--- config.mk ---
export PLATFORM = sky130hd
export DESIGN_NAME = demux32_1to8_reg
export DESIGN_NICKNAME = d
export VERILOG_FILES = /design/src/rtl/demux32_1to8_reg.sv
export SDC_FILE = /design/constraint.sdc
export NUM_CORES = 1
export LEC_CHECK = 0
export BUFFER_PORTS_ARGS = -buffer_cell sky130_fd_sc_hd__buf_2
export CORE_ASPECT_RATIO = 0.5
export CORE_MARGIN = 10
export CORE_UTILIZATION = 47
export CTS_CLUSTER_DIAMETER = 40
export DETAILED_ROUTE_END_ITERATION = 10
export PLACE_DENSITY = 0.76
export SETUP_SLACK_MARGIN = 0.4
export SYNTH_ARGS = -nofsm -noshare
export SYNTH_HDL_FRONTEND = slang
export SYNTH_SLANG_ARGS = --single-unit
--- constraint.sdc ---
create_clock -name Clk -period 3.7 [get_ports Clk]
set_input_delay 0.37 -clock Clk [delete_from_list [all_inputs] [get_ports Clk]]
set_output_delay 0.37 -clock Clk [all_outputs]
set_load 0.005 [all_outputs]
--- src/rtl/demux32_1to8_reg.sv ---
// rtl/demux32_1to8_reg.sv - registered 1-to-8 word demux with per-lane valid/ack holding registers
// Optional AUTO_SEL_EN: destination comes from an internal round-robin write pointer instead of inSel.
module demux32_1to8_reg #(
  parameter int WIDTH = 32,
  parameter int SEL_W = 3
) (
  input  logic             Clk,
  input  logic             Reset,
  input  logic [WIDTH-1:0] inData,
  input  logic [SEL_W-1:0] inSel,
  input  logic             inValid,
  output logic             inReady,
  output logic [WIDTH-1:0] outA,
  output logic [WIDTH-1:0] outB,
  output logic [WIDTH-1:0] outC,
  output logic [WIDTH-1:0] outD,
  output logic [WIDTH-1:0] outE,
  output logic [WIDTH-1:0] outF,
  output logic [WIDTH-1:0] outG,
  output logic [WIDTH-1:0] outH,
  output logic [7:0]       outValid,
  input  logic [7:0]       outAck,
  output logic [3:0]       count,
  output logic [SEL_W-1:0] wrPtr
);

  localparam int LANES = 8;

  logic [WIDTH-1:0] lane_q [LANES];
  logic [WIDTH-1:0] lane_d [LANES];
  logic [LANES-1:0] valid_q, valid_d;
  logic [3:0]       count_q, count_d;
  logic [SEL_W-1:0] dest;
  logic             wr_en;

`ifdef AUTO_SEL_EN
  logic [SEL_W-1:0] wr_ptr_q, wr_ptr_d;
  logic             unused_sel;

  assign unused_sel = ^inSel;
  assign dest       = wr_ptr_q;
  assign wrPtr      = wr_ptr_q;

  always_comb begin
    wr_ptr_d = wr_ptr_q;
    if (wr_en) wr_ptr_d = wr_ptr_q + SEL_W'(1);
  end

  always_ff @(posedge Clk) begin
    if (Reset) wr_ptr_q <= '0;
    else       wr_ptr_q <= wr_ptr_d;
  end
`else
  assign dest  = inSel;
  assign wrPtr = '0;
`endif

  // An ack on the destination lane frees it in the same cycle, so a write can replace the word.
  assign inReady = ~valid_q[dest] | outAck[dest];
  assign wr_en   = inValid & inReady;

  always_comb begin
    lane_d  = lane_q;
    valid_d = valid_q & ~outAck;
    if (wr_en) begin
      lane_d[dest]  = inData;
      valid_d[dest] = 1'b1;
    end
    count_d = '0;
    for (int i = 0; i < LANES; i++) begin
      count_d = count_d + {3'b000, valid_d[i]};
    end
  end

  always_ff @(posedge Clk) begin
    if (Reset) begin
      lane_q  <= '{default: '0};
      valid_q <= '0;
      count_q <= '0;
    end else begin
      lane_q  <= lane_d;
      valid_q <= valid_d;
      count_q <= count_d;
    end
  end

  assign outA     = lane_q[0];
  assign outB     = lane_q[1];
  assign outC     = lane_q[2];
  assign outD     = lane_q[3];
  assign outE     = lane_q[4];
  assign outF     = lane_q[5];
  assign outG     = lane_q[6];
  assign outH     = lane_q[7];
  assign outValid = valid_q;
  assign count    = count_q;

endmodule
==> impl_metrics.yaml <==
worst_setup_path:
  slowest_delay_ns: 0.53
  slowest_stage: "fa_1"
  crit_path_max_fanout: 3
  critPathLaunchType: "flip-flop"
  arrival_ns: 4.07
  cp_cell_sequence: "or3b_4 > a21oi_4 > nor3_4 > o211ai_1 > and2_4 > fa_1 > fa_1 > fa_2 > inv_2 > ha_4 > inv_2 > fa_2 > nor2_1"
  end_kind: "flip-flop"
  required_ns: 4.11
  worstSetupPathType: "flip-flop to flip-flop"
power_and_ir_drop:
  combPwrFrac: 0.076
  switching_share: 0.240
  power_leakage_nw: 7.58
  p_per_area_nw_per_um2: 460
  power_frac_seq: 0.474
  switchingPower_mw: 1.51
  vdd_drop_max_v: 0.000282
  power.share.clock: 0.451
  internal_power_mw: 4.79
place:
  port_buffers: 314
  place_congestion: 0.963
  dp_cells: 1550
  dp_hpwl_mm: 22.7
  place_area_sq_um: 12700
sta:
  rsz0062_at_grt: "true"
  final-hold-violation-count: 0
  worst_slew_pin_slew_ns: 0.739
  fmax_ghz: 0.273
  relSlewSlack: 0.507
  period_minus_slack_ns: 3.66
  fin_crit_sh: 0.988
  drv_slew: 0
  clock_skew_ns: 0.0120
  setup_viol_count_final: 0
synth:
  async_reset_ff_frac: 0
  synth_fa_ha_area_frac: 0.0106
  synth_top_area_frac: 0.484
  synth_flop_cell: "dfxtp_1"
  synth_cells: 997
  yosysMostFrequentCell: "nand2b_1"
  synthTopCellsByCount: "nand2b_1 (296), dfxtp_1 (268), mux2i_1 (259)"
  synth_xor_area_frac: 0.000790
  synth_top_cell_by_area: "dfxtp_1"
  synth-edff-count: 0
  synth_compound_area_frac: 0.0149
  syn_avg_cell_area_sq_um: 11.1
  synth_area_leaders: "dfxtp_1 (48%), mux2i_1 (23%), nand2b_1 (17%)"
  ys_seq_area_frac: 0.484
  synth_area_sq_um: 11100
  yosys.area_share.simple: 0.183
  synthMuxAreaShare: 0.235
  ys_types: 39
  yosysWarnings: 0
  ys_ff_latch: 268
  synth_top_family_by_area: "multiplexers"
cts:
  cts_tree: "yes"
  clock_latency_ns: 0.53
  numCtsBuffers: 29
  path_clk_slew_ns: 0.07
  h-tree-depth: 1
  clock-sinks: 268
  cts_buffer_depth: 3
  root_buffer: "clkbuf_16"
die:
  fp.dieArea_sq_um: 30500
  die_h_um: 129
  num_rows: 39
  io_pins: 318
  initial_core_util: 0.482
  design.core.area_sq_um: 23000
  die_w_um: 237
grt:
  grt_pass1_vias: 8292
  grt_max_degree: 124
  grt_overflow: 0
  track_usage: 0.199
  antenna_found_initial: 1
  grt_pass1_wl_mm: 48.6
final_layout:
  fin_cells: 1611
  fill_cells: 1923
  area_growth_syn_to_layout_pct: 23.6
  nets: 1334
  regArea_sq_um: 5370
  multi_input_area_sq_um: 5090
  drive_gt1_frac: 0.330
  stdcell_area_sq_um: 13700
drt:
  detail_route.first_pass.iterations: 5
  routedWlPerCell_um: 20.0
  vias_per_cell: 4.98
  drc: 0
  postRouteAntennaNets: 0
  vias: 8019
  wl_mm: 32.3
  drt_iter0_markers: 447
hold_path:
  hold_class: "input port to flip-flop"
flow_run:
  drv_cap: 0
status:
  outcome: "finished, final reports clean"
[flip-flops by register name, indices dropped and copies added, names as in the netlist]
name      flops
outE         32
outF         32
outValid      8
outA         32
outB         32
outH         32
outG         32
outD         32
outC         32
count         4
[per-stage QoR]
step	hold WS [ns]	TNS [ns]	power (mW)	worst slack, ns	utilization
final	0.191	0	6.31	0.0428	0.595
after global routing	0.175	-0.134	6.53	-0.0669	0.595
after CTS	0.155	0	6.37	0.0928	0.594
after detailed placement	0.464	-0.602	3.53	-0.312	0.551
after global placement	0.458	-0.364	3.51	-0.191	0.551
after floorplan	0.469	-0.388	3.35	-0.208	-
[power by group through the flow]
stage / clock network [mW] / logic (mW) / registers [mW]
floorplan: 0 / 0.298 / 3.05
global placement: 0 / 0.461 / 3.05
detailed placement: 0 / 0.474 / 3.05
CTS: 2.90 / 0.478 / 2.99
global route: 3.03 / 0.513 / 2.99
finish: 2.84 / 0.476 / 2.99
[worst max-delay path: cells and delay by family (launching register included)]
family / cells / cell delay (ns)
AOI/OAI and AO/OA: 2 / 0.40
adders and majority gates: 5 / 2.02
buffers and inverters: 2 / 0.11
DFF: 1 / 0.32
and+or+nand+nor: 4 / 0.70
[cell usage in the layout (no fill, tap or decap), types with 2 or more instances in the layout]
cell type and instances:
a21oi_1 8, a21oi_2 2, and2_1 5, and2_4 2
buf_2 313, buf_4 39, clkbuf_1 4, clkbuf_16 29
clkbuf_8 4, clkinv_2 4, clkinv_4 3, clkinvlp_4 2
conb_1 3, dfxtp_1 267, fa_1 2, fa_2 2
ha_1 2, inv_1 6, inv_2 2, inv_6 3
inv_8 3, mux2i_1 259, nand2_1 3, nand2b_1 296
nand3_1 2, nand3b_1 2, nor2_1 5, nor2b_1 2
o2111ai_4 4, o211ai_1 2
[cell type report]
type | count | share of cell area
clock inverter | 16 | 0.0110
antenna | 1 | 0.000182
timing repair buffer | 354 | 0.138
clock buffer | 37 | 0.0580
tap | 307 | 0.0280
inverter | 8 | 0.00219
multi-input combinational | 620 | 0.371
sequential | 268 | 0.391
[kinds of logic (layout without fill, tap and decap cells)]
kind of cell | Yosys count | in the layout
other | 1 | 4
muxes | 260 | 260
AOI/OAI and AO/OA | 23 | 23
DFF | 268 | 268
xor gates and xnor gates | 1 | 1
buffers and inverters | 111 | 415
adders and majority gates | 7 | 7
and+or+nand+nor | 326 | 326
[final timing paths]
kind | to | cells after the start | slack (ns) | startpoint
worst max-delay path | count[1] | 13 | 0.04 | outValid[0]
worst min-delay path | outValid[1] | 3 | 0.19 | outAck[1]
worst max register to register | count[1] | 13 | 0.04 | outValid[0]
worst min register to register | outC[17] | 2 | 0.47 | outC[17]
[layer usage]
layer	vias up	share of wire	global-route usage
li1	3821	-	-
met1	3925	0.40	0.223
met2	209	0.52	0.375
met3	64	0.047	0.0392
met4	0	0.030	0.0644
met5	-	0	0
[what timing repair did]
item | in CTS | in global routing
endpoints found under the hold margin | 0 | 0
resized for setup | 2 | 1
buffers inserted | 3 | 4
pin swaps | 3 | 3
hold buffers | 0 | 0
setup endpoints to repair | 3 | 4
Power figures use the tool's default switching activity.
